<file path="config.mk">
export PLATFORM = sky130hd
export DESIGN_NAME = rr_grant_controller
export DESIGN_NICKNAME = d
export VERILOG_FILES = /design/src/rtl/rr_ctrl_pkg.sv /design/src/rtl/rr_priority_pick.sv /design/src/rtl/rr_grant_controller.sv
export SDC_FILE = /design/constraint.sdc
export NUM_CORES = 1
export LEC_CHECK = 0
export BUFFER_PORTS_ARGS = -buffer_cell sky130_fd_sc_hd__buf_4
export CAP_MARGIN = 10
export CORE_AREA = 2 2 43 45
export DETAILED_ROUTE_END_ITERATION = 16
export DIE_AREA = 0 0 45 47
export PLACE_DENSITY = 0.61
export SETUP_SLACK_MARGIN = 0.02
export SYNTH_ARGS = -nofsm -noshare
export SYNTH_HDL_FRONTEND = slang
export SYNTH_SLANG_ARGS = --single-unit
</file>
<file path="constraint.sdc">
create_clock -name clk -period 3.5 [get_ports clk]
set_input_delay 0.175 -clock clk [delete_from_list [all_inputs] [get_ports clk]]
set_output_delay 0.175 -clock clk [all_outputs]
set_load 0.005 [all_outputs]
</file>
<file path="src/rtl/rr_ctrl_pkg.sv">
// Shared types and helpers for the round-robin grant controller.
// Optional feature macro used by the controller: RR_HOLD_TIMEOUT_EN.
package rr_ctrl_pkg;

    // Controller state: waiting for a request, or holding a grant
    typedef enum logic [0:0] {
        IDLE = 1'b0,
        BUSY = 1'b1
    } state_t;

    // Widest requester vector the one-hot helper can represent
    localparam int MAX_REQ = 32;

    // Index width for n entries; never narrower than one bit
    function automatic int idx_width(input int n);
        return (n <= 2) ? 1 : $clog2(n);
    endfunction

    // One-hot vector with bit idx set, limited to the first n positions
    function automatic logic [MAX_REQ-1:0] onehot(input int idx, input int n);
        logic [MAX_REQ-1:0] v;
        v = '0;
        if (idx >= 0 && idx < n && idx < MAX_REQ) begin
            v[idx] = 1'b1;
        end
        return v;
    endfunction

endpackage

</file>
<file path="src/rtl/rr_priority_pick.sv">
// Rotating-priority picker: returns the first set request at or after ptr,
// wrapping modulo the requester count. The request vector is duplicated so
// the wrap becomes a plain lowest-set-bit search over the masked double word.
module rr_priority_pick
    import rr_ctrl_pkg::*;
#(
    parameter int requesters = 4
) (
    input  logic [requesters-1:0]            request,
    input  logic [idx_width(requesters)-1:0] ptr,
    output logic                             found,
    output logic [idx_width(requesters)-1:0] pick
);

    localparam int IW = idx_width(requesters);

    logic [2*requesters-1:0] dbl;
    logic [2*requesters-1:0] masked;
    int                      first;

    // Mask everything below ptr in the doubled vector, then take the lowest set bit
    always_comb begin
        dbl    = {request, request};
        masked = '0;
        first  = 0;
        for (int i = 0; i < 2 * requesters; i++) begin
            masked[i] = dbl[i] & (i >= int'(ptr));
        end
        for (int i = 2 * requesters - 1; i >= 0; i--) begin
            if (masked[i]) begin
                first = i;
            end
        end
        found = |request;
        pick  = IW'(first % requesters);
    end

endmodule

</file>
<file path="src/rtl/rr_grant_controller.sv">
// Round-robin owner controller for one shared multi-cycle resource.
// A grant is held until the owner pulses done or drops its request; every
// grant is followed by one idle cycle with chosen all zero.
// Optional macro RR_HOLD_TIMEOUT_EN: bounds each grant to MAX_HOLD cycles and
// pulses timeout when a grant is revoked. Without it timeout is tied low.
module rr_grant_controller
    import rr_ctrl_pkg::*;
#(
    parameter int requesters = 4,
    parameter int MAX_HOLD   = 16
) (
    input  logic                             clk,
    input  logic                             reset,
    input  logic [requesters-1:0]            request,
    input  logic [requesters-1:0]            done,
    output logic [requesters-1:0]            chosen,
    output logic [idx_width(requesters)-1:0] owner,
    output logic                             busy,
    output logic                             timeout
);

    localparam int IW = idx_width(requesters);

    state_t                 state;
    logic [IW-1:0]          ptr;
    logic                   found;
    logic [IW-1:0]          pick;
    logic [IW-1:0]          next_ptr;
    logic [MAX_REQ-1:0]     oh_wide;
    logic [requesters-1:0]  grant_oh;
    logic                   rel_now;
    logic                   unused_oh_hi;

    rr_priority_pick #(
        .requesters (requesters)
    ) u_pick (
        .request (request),
        .ptr     (ptr),
        .found   (found),
        .pick    (pick)
    );

    // One-hot of the winner, trimmed to the requester count; the upper bits
    // are always zero and are only folded here so they count as read
    assign oh_wide      = onehot(int'(pick), requesters);
    assign grant_oh     = oh_wide[requesters-1:0];
    assign unused_oh_hi = ^oh_wide;

    // Pointer moves one past the winner and wraps from the last requester to 0
    assign next_ptr = (int'(pick) == requesters - 1) ? '0 : pick + IW'(1);

    // Only the current owner can end its grant: a done pulse or a dropped request
    assign rel_now = done[owner] | ~request[owner];

`ifdef RR_HOLD_TIMEOUT_EN
    localparam int HW = $clog2(MAX_HOLD) + 1;

    logic [HW-1:0] hold_cnt;
    logic          hold_expire;

    // Counts BUSY cycles; sits at zero while idle so each grant starts from 0
    always_ff @(posedge clk or posedge reset) begin
        if (reset) begin
            hold_cnt <= '0;
        end else if (state == IDLE) begin
            hold_cnt <= '0;
        end else begin
            hold_cnt <= hold_cnt + HW'(1);
        end
    end

    // Last permitted hold cycle; revocation happens on the following edge
    assign hold_expire = (hold_cnt == HW'(MAX_HOLD - 1));
`else
    assign timeout = 1'b0;
`endif

    // Grant FSM: arbitrate in IDLE, hold the owner in BUSY until release
    always_ff @(posedge clk or posedge reset) begin
        if (reset) begin
            state  <= IDLE;
            ptr    <= '0;
            owner  <= '0;
            chosen <= '0;
            busy   <= 1'b0;
`ifdef RR_HOLD_TIMEOUT_EN
            timeout <= 1'b0;
`endif
        end else begin
`ifdef RR_HOLD_TIMEOUT_EN
            timeout <= 1'b0;
`endif
            case (state)
                IDLE: begin
                    if (found) begin
                        chosen <= grant_oh;
                        owner  <= pick;
                        busy   <= 1'b1;
                        ptr    <= next_ptr;
                        state  <= BUSY;
                    end
                end
                BUSY: begin
                    if (rel_now) begin
                        chosen <= '0;
                        busy   <= 1'b0;
                        state  <= IDLE;
                    end
`ifdef RR_HOLD_TIMEOUT_EN
                    else if (hold_expire) begin
                        chosen  <= '0;
                        busy    <= 1'b0;
                        state   <= IDLE;
                        timeout <= 1'b1;
                    end
`endif
                end
                default: begin
                    chosen <= '0;
                    busy   <= 1'b0;
                    state  <= IDLE;
                end
            endcase
        end
    end

endmodule

</file>
==> run_results.csv, run 1 <==
group,metric,value,unit
timing,slew_violations,0,
routing,vias,559,
critical_path,cp.required,3.65,ns
placed_design,gp_congestion,0.782,
clock_tree,clock-sinks,10,
floorplan,rows,15,
synthesis,synth_top_area_cell,"dfrtp_1",
timing,timing.final.ws_setup,1.72,ns
grt,grt_pass1_wl,2200,microns
critical_path,worst-path-stages,5,
final_layout,final_cells,99,
floorplan,start_util,38.6,%
placed_design,dp.cells,94,
hold_path,hold_class,"input pin to register",
synthesis,yosysTopAreaCellShare,39.3,%
critical_path,r2r_start,"ptr[1]",
timing,max_freq,560,MHz
critical_path,crit_path_max_incr_delay,0.42,ns
critical_path,crit_path_end_kind,"register",
grt,grt_max_degree,16,
grt,grt_pass1_vias,481,
critical_path,cp_num_buf_inv,0,
timing,final-hold-violation-count,0,
clock_tree,cts-resized-gates,0,
synthesis,synth_area_leaders,"dfrtp_1 (39%), ha_1 (7.9%), o21ai_0 (4.7%)",
placed_design,hpwl,1020,microns
critical_path,crit_chain,"mux2i_1 -> nor2_1 -> or3_1 -> ha_1 -> mux2_2",
floorplan,ios,18,
clock_tree,clk_path_buf_depth,2,
clock_tree,clk_pin_slew,0.07,ns
timing,finalSetupViolCount,0,
critical_path,worstSetupPathType,"register to register",
grt,antenna_found_initial,0,
final_layout,antenna_cells,0,
synthesis,ys_warn_count,0,
critical_path,cp.arrival,1.93,ns
final_layout,area_growth,27.7,%
critical_path,setup.worst_path.start,"ptr[1]",
floorplan,die_y,47,microns
placed_design,place_area,767,sq um
final_layout,nets,97,
outcome,status,"complete, no violations",
routing,avgViaCountPerCell,5.65,
timing,min_period_over_period,51.0,%
power,p_leak,0.000383,uW
timing,rsz0062_at_grt,"no",
timing,finalSetupTns,0,ns
critical_path,r2r_slack,1.72,ns
placed_design,post-place-ws,1.71,ns
synthesis,synth_nets,77,
routing,ant_nets,0,
timing,tightest_slew,0.598,ns
clock_tree,cts_tree,"built",
clock_tree,h-tree-depth,1,
clock_tree,clock_latency,0.26,ns
critical_path,startpoint_type,"register",
routing,drcViolationCount,0,
critical_path,worstPathMaxFanout,6,
synthesis,syn_area,637,sq um
floorplan,core_area,1650,sq um
power,power.density,730,nW/um^2
final_layout,drive_gt1_share,30.5,%
synthesis,synth_cell_types,32,
job,maxCapViolCount,0,
critical_path,critPathTopFamily,"simple AND/OR/NAND/NOR gates",
timing,finClkSkew,0.00496,ns
final_layout,fin_area,813,sq um
synthesis,ys_seq_area_share,39.3,%
timing,max-slew-margin-rel,59.8,%
floorplan,dieArea,2120,sq um
synthesis,synth_cells,63,
critical_path,worst_path_max_delay_cell,"dfrtp_1",
power,ir_drop,0.000372,V
synthesis,synth_area_per_cell,10.1,sq um
synthesis,ys_seq_elements,10,
timing,period_minus_slack,1.78,ns
critical_path,rr_endpoint,"ptr[1]",
grt,gr-total-overflow,0,
routing,drtIter0Drc,10,
clock_tree,root_buffer,"clkbuf_4",
routing,wl_per_cell,13.3,microns
routing,wirelength,1310,microns
grt,track_usage,14.9,%
clock_tree,cts_buffers,3,
floorplan,die_w,45,microns
routing,first_pass_iters,4,
critical_path,r2r_cells,5,
placed_design,portBuffers,16,
critical_path,cp-endpoint,"ptr[1]",
[worst min path at each step]
stage | startpoint | end | slack, ns | depth (start not counted)
finish | request[1] | chosen[2] | 0.34 | 4
global route | request[1] | owner[1] | 0.37 | 4
CTS | request[1] | chosen[2] | 0.34 | 4
detailed placement | reset | owner[1] | 0.18 | 2
global placement | reset | owner[0] | 0.19 | 2
floorplan | reset | busy | 0.02 | 1
[cell families (layout without fill, tap and decap cells)]
logic type | count (synthesis) | after routing | synth area share, %
buf+inv | 5 | 24 | 3.54
mux | 2 | 2 | 3.34
simple gates | 23 | 23 | 26.3
flops | 10 | 10 | 39.3
compound gates | 18 | 18 | 19.1
fa+ha+maj | 4 | 4 | 7.86
other cells | 1 | 1 | 0.589
[sequential cells by signal (all words and copies together), names as in the netlist]
signal	count
ptr	2
chosen	4
state	1
owner	2
busy	1
[per-layer routing]
layer  part of all wire [%]  vias to the layer above  track usage (%)
met1                     48                      266             20.9
li1                       -                      282                -
met4                   0.46                        0             1.76
met3                    4.4                        2             6.92
met2                     47                        9             21.7
met5                      0                        -                0
[per-stage QoR]
stage               util (%)  power, uW  hold WS, ns
global placement        46.4        492        0.185
floorplan                  -        387       0.0152
CTS                     49.2        603        0.336
detailed placement      46.4        497        0.182
global route            49.2        649        0.374
finish                  49.2        594        0.340
[worst reg2reg max path, stage by stage, from the launching register on]
cell     delay, ns
dfrtp_1       0.42
mux2i_1       0.21
nor2_1        0.09
or3_1         0.41
ha_1          0.30
mux2_2        0.26
[cell type report]
type                            instances  area [sq um]
Fill cell                             161           838
Tap cell                               17          21.3
Inverter                                3          11.3
Clock buffer                            4          36.3
Multi-Input combinational cell         48           364
Sequential cell                        10           250
Timing Repair Buffer                   17           130
[layout by cell type (no fill, tap or decap), types with 2 or more instances in the layout]
cell	instances
a22oi_1	4
nand2b_1	2
o21ai_0	6
or3_1	2
buf_4	16
a21oi_1	2
nand3_1	4
ha_1	4
nor4bb_1	2
inv_1	3
dfrtp_1	10
clkbuf_4	3
nor2_1	3
[cells in the mapped netlist]
| master | n |
|---|---|
| mux2_2 | 1 |
| o31ai_1 | 1 |
| o21bai_1 | 1 |
| nor4_2 | 1 |
| nor4b_1 | 1 |
| nor4bb_1 | 2 |
| o32a_1 | 1 |
| or4_2 | 1 |
| a2bb2oi_1 | 1 |
| o41ai_1 | 1 |
| nand3_1 | 4 |
| mux2i_1 | 1 |
| and3b_1 | 1 |
| clkbuf_1 | 1 |
| dfrtp_1 | 10 |
| buf_4 | 1 |
| nor2_1 | 3 |
| or3_1 | 2 |
| nor4_4 | 1 |
| or2_2 | 1 |
| nor3_1 | 1 |
| conb_1 | 1 |
| a22oi_1 | 4 |
| a311oi_1 | 1 |
| inv_1 | 3 |
| and4b_1 | 1 |
| nand2_1 | 1 |
| ha_1 | 4 |
| nand2b_1 | 2 |
| o21ai_0 | 6 |
| nor2b_1 | 1 |
| a21oi_1 | 2 |
[report_power, final]
part | switching [uW] | internal, uW | leakage (uW)
combinational | 113 | 143 | 0.000237
clock | 40.0 | 63.2 | 0.0000210
sequential | 63.5 | 171 | 0.000125
[repair_timing]
item / in CTS / in global routing
buffers inserted: 0 / 0
endpoints found under the setup margin: 0 / 0
endpoints found under the hold margin: 10 / 0
hold buffers: 1 / 0
Note: power is estimated with default switching activity, not from simulation.
==> run 2, diff against run 1 <==
- PLACE_DENSITY: 0.61 -> 0.64
- clock period: 3.5 -> 1.6 ns (I/O delays scaled with it)
==> run 2 against run 1 <==
  * The run now ends with setup timing left
  * Routed wire length rose by 17%
  * Clock skew grew 0.0033 ns
  * Final cell count grew 8.1%
  * Global-route usage grew 1.4 points
==> run_results.csv, run 2 (same netlist as run 1, synthesis figures left out) <==
group,metric,value,unit
job,maxCapViolCount,0,
critical_path,cp.required,1.75,ns
floorplan,die_w,45,microns
critical_path,startpoint_type,"register",
placed_design,hpwl,1150,microns
clock_tree,clock_latency,0.26,ns
timing,timing.final.ws_setup,-0.0280,ns
grt,grt_pass1_wl,2480,microns
power,ir_drop,0.000745,V
placed_design,gp_congestion,0.814,
final_layout,multi_input_area,418,sq um
clock_tree,cts_buffers,3,
placed_design,dp.cells,103,
final_layout,largest_reg_flops,4,
power,p_leak,0.000430,uW
clock_tree,root_buffer,"clkbuf_4",
final_layout,nets,106,
floorplan,start_util,38.6,%
final_layout,area_growth,44.6,%
routing,ant_nets,0,
routing,drtIter0Drc,12,
floorplan,die_y,47,microns
power,power.density,1560,nW/um^2
critical_path,crit_chain,"and3b_1 -> or3_4 -> ha_4 -> mux2_4",
critical_path,r2r_slack,-0.03,ns
floorplan,rows,15,
grt,track_usage,16.3,%
floorplan,dieArea,2120,sq um
final_layout,nFillCells,156,
final_layout,fin_util,55.8,%
outcome,status,"finished, violations left",
clock_tree,clk_path_buf_depth,2,
outcome,violations,"setup timing",
timing,final-hold-violation-count,0,
clock_tree,postCtsSetupBuffers,0,
critical_path,setup.worst_path.start,"ptr[1]",
routing,drcViolationCount,0,
timing,max_freq,614,MHz
routing,avgViaCountPerCell,5.49,
critical_path,crit_path_end_kind,"register",
critical_path,cp-endpoint,"ptr[1]",
final_layout,reg.largest.list,"chosen x4, owner x2, ptr x2",
timing,finalSetupViolCount,1,
grt,grt_max_degree,11,
grt,antenna_found_initial,0,
routing,wirelength,1530,microns
clock_tree,h-tree-depth,1,
routing,vias,587,
final_layout,final_cells,107,
clock_tree,clk_pin_slew,0.06,ns
grt,grt_pass1_vias,559,
timing,slew_violations,0,
placed_design,post-place-ws,-0.0715,ns
routing,wl_per_cell,14.3,microns
floorplan,core_area,1650,sq um
critical_path,r2r_start,"ptr[1]",
timing,finalSetupTns,-0.0280,ns
critical_path,worstPathMaxFanout,6,
clock_tree,cts_tree,"built",
final_layout,largest_register,"chosen",
hold_path,hold_class,"input pin to asynchronous set/reset pin",
critical_path,r2r_cells,4,
timing,finClkSkew,0.00830,ns
final_layout,layout.area.seq,250,sq um
timing,period_minus_slack,1.63,ns
floorplan,ios,18,
grt,gr-total-overflow,0,
placed_design,portBuffers,16,
critical_path,cp.arrival,1.78,ns
clock_tree,clock-sinks,10,
final_layout,antenna_cells,0,
final_layout,layout_commonest_cell,"buf_4",
final_layout,drive_gt1_share,42.2,%
critical_path,rr_endpoint,"ptr[1]",
timing,rsz0062_at_grt,"yes",
timing,min_period_over_period,102,%
routing,first_pass_iters,4,
critical_path,worstSetupPathType,"register to register",
final_layout,final_cell_mix,"buf_4 (25), dfrtp_1 (10), o21ai_0 (6)",
critical_path,crit_path_max_incr_delay,0.43,ns
critical_path,worst_path_max_delay_cell,"dfrtp_1",
==> run 2: through the flow <==
stage,cell area (sq um),total power (uW),hold slack (ns)
global placement,835,1170,0.0849
detailed placement,835,1190,0.0860
CTS,885,1380,0.333
global route,921,1560,0.411
floorplan,637,847,-0.0798
finish,921,1440,0.359
==> run 2: metal layers <==
layer	track usage, %	part of all wire [%]
met5	0	0
met2	28.0	50
met1	19.6	46
met3	5.77	3.4
met4	3.53	0.39
==> run 2: area by class of cell <==
cell class / count / area share [%]
Clock buffer: 3 / 2.45
Inverter: 3 / 1.22
Multi-Input combinational cell: 48 / 45.4
Sequential cell: 10 / 27.2
Tap cell: 17 / 2.31
Timing Repair Buffer: 26 / 21.5
==> run 2: critical path: cells and delay by family, from the launching register on <==
family	cells	cell delay [ns]
AND/OR/NAND/NOR	2	0.62
flip-flops	1	0.43
multiplexers	1	0.25
adder cells (fa/ha/maj)	1	0.22
==> run 2: worst min path at each step <==
stage	endpoint	slack, ns	cells past startpoint
finish	ptr[1]	0.36	3
floorplan	busy	-0.08	1
global route	chosen[3]	0.41	4
CTS	owner[1]	0.33	4
global placement	busy	0.08	2
detailed placement	busy	0.09	2
==> run 2: power breakdown <==
| group | switching, uW | internal [uW] | leakage [uW] | total (uW) |
|---|---|---|---|---|
| Clock | 76.5 | 86.4 | 0.0000138 | 163 |
| Sequential | 113 | 374 | 0.000125 | 487 |
| Combinational | 339 | 447 | 0.000291 | 786 |
| Total | 528 | 908 | 0.000430 | 1440 |
==> run 2: what timing repair did <==
item                       4_1_cts  5_1_grt
pin swaps                        1        4
setup endpoints to repair        4        5
hold endpoints to repair        10        0
hold buffers                     1        0
gates resized for setup          3        6
==> run 3, diff against run 2 <==
- PLACE_DENSITY: 0.64 -> 0.61
- clock period: 1.6 -> 1.7 ns (I/O delays scaled with it)
==> run 3 against run 2 <==
  * The flow now finishes without violations
  * Final cell count grew 1.9%
  * Routed wire length grew 2.9%
  * Fmax decreased by 3.8%
  * Clock-buffer cell count is 1 higher
  * Global-route usage is 1.1 points higher
  * Non-clock buffer count grew 1
  * Critical endpoint unchanged
  * Largest cell class unchanged
  * Largest power group unchanged
==> run_results.csv, run 3 (same netlist as run 1, synthesis figures left out) <==
group,metric,value,unit
final_layout,layout.area.seq,250,sq um
power,p_sw,503,uW
routing,vias,589,
final_layout,largest_reg_flops,4,
final_layout,drive_gt1_share,42.4,%
timing,rsz0062_at_grt,"yes",
floorplan,dieArea,2120,sq um
floorplan,ios,18,
critical_path,rr_endpoint,"ptr[1]",
critical_path,crit_path_end_kind,"register",
timing,min_period_over_period,99.5,%
final_layout,largest_register,"chosen",
hold_path,hold_class,"input pin to asynchronous set/reset pin",
final_layout,nets,107,
clock_tree,cts_buffers,3,
clock_tree,clock-sinks,10,
final_layout,reg.largest.list,"chosen x4, owner x2, ptr x2",
critical_path,worstPathMaxFanout,5,
routing,avgViaCountPerCell,5.40,
final_layout,multi_input_area,399,sq um
floorplan,die_w,45,microns
routing,drtIter0Drc,17,
critical_path,cp.arrival,1.84,ns
timing,period_minus_slack,1.69,ns
clock_tree,clk_path_buf_depth,2,
timing,max_freq,591,MHz
clock_tree,root_buffer,"clkbuf_4",
floorplan,core_area,1650,sq um
placed_design,place_area,820,sq um
routing,drcViolationCount,0,
final_layout,fin_area,923,sq um
grt,gr-total-overflow,0,
power,p_comb_share,51.8,%
placed_design,hpwl,1140,microns
routing,ant_nets,0,
final_layout,area_growth,45.0,%
timing,finClkSkew,0.00616,ns
final_layout,layout_commonest_cell,"buf_4",
grt,grt_pass1_wl,2570,microns
floorplan,start_util,38.6,%
critical_path,setup.worst_path.start,"ptr[1]",
clock_tree,cts_tree,"built",
outcome,status,"complete, no violations",
routing,wl_per_cell,14.5,microns
job,maxCapViolCount,0,
power,ir_drop,0.000772,V
timing,finalSetupViolCount,0,
power,seqPwrFrac,32.8,%
critical_path,cp.required,1.85,ns
routing,first_pass_iters,4,
power,clkPwrFrac,15.4,%
critical_path,startpoint_type,"register",
timing,slew_violations,0,
grt,grt_pass1_vias,570,
floorplan,rows,15,
critical_path,worstSetupPathType,"register to register",
placed_design,portBuffers,16,
grt,track_usage,17.4,%
power,totalPowerFinal,1410,uW
critical_path,r2r_cells,5,
critical_path,r2r_start,"ptr[1]",
power,p_int,904,uW
grt,antenna_found_initial,0,
clock_tree,clk_pin_slew,0.07,ns
clock_tree,clock_latency,0.27,ns
final_layout,nFillCells,158,
final_layout,final_cell_mix,"buf_4 (26), dfrtp_1 (10), o21ai_0 (6)",
final_layout,antenna_cells,0,
clock_tree,h-tree-depth,1,
floorplan,die_y,47,microns
power,p_leak,0.000440,uW
timing,final-hold-violation-count,0,
power,power.density,1520,nW/um^2
placed_design,gp_congestion,0.844,
grt,grt_max_degree,11,
power,p_sw_share,35.8,%
routing,wirelength,1580,microns
critical_path,r2r_slack,0.008,ns
run 3: changes by cell type in the layout (fill, tap and decap cells not counted), sizes merged:
cell | before | now
clkbuf | 3 | 4
buf | 25 | 26
run 3: critical path, cell delays in order, from the launching register on:
cell and delay, ns:
dfrtp_1 0.42, mux2i_1 0.21, nor2_1 0.08, or3_4 0.41, ha_4 0.22, mux2_4 0.25
run 3: metal layers:
layer | wire (microns) | up-vias | global-route usage (%)
li1 | - | 296 | -
met3 | 48 | 2 | 5.77
met1 | 707 | 284 | 21.2
met5 | 0 | - | 0
met4 | 12 | 0 | 5.29
met2 | 809 | 7 | 29.1
run 3: how the worst max path moves through the flow:
stage / depth (start not counted) / end
2_1_floorplan: 4 / ptr[1]
3_3_place_gp: 4 / ptr[1]
3_5_place_dp: 4 / ptr[1]
4_1_cts: 5 / ptr[1]
5_1_grt: 5 / ptr[1]
6_report: 5 / ptr[1]
run 3: what timing repair did:
action,in CTS,in global routing
setup endpoints to repair,1,3
hold endpoints to repair,10,0
hold buffers,1,0
pin swaps,2,3
buffers inserted,1,2
gates resized for setup,2,4
run 3: layout make-up:
type                       instances  area share [%]
multi-input combinational         48            43.2
sequential                        10            27.1
timing repair buffer              27            22.2
clock buffer                       4            3.93
tap                               17            2.30
inverter                           3            1.22
run 3: through the flow:
step / setup WS, ns / hold WS (ns) / utilization (%) / cells / TNS (ns)
final: 0.00774 / 0.353 / 55.9 / 109 / 0
after CTS: 0.0159 / 0.352 / 53.9 / 107 / 0
after global routing: -0.0467 / 0.362 / 55.9 / 109 / -0.0789
after detailed placement: -0.0516 / 0.103 / 49.6 / 101 / -0.0516
after floorplan: 0.0545 / -0.0748 / - / 63 / 0
after global placement: 0.0209 / 0.0863 / 49.6 / 101 / 0
run 3: power by group through the flow:
stage               Sequential (uW)  Clock, uW  Combinational (uW)
CTS                             462        224                 665
finish                          461        216                 729
detailed placement              466          0                 628
floorplan                       446          0                 352
global route                    476        240                 809
global placement                461          0                 622
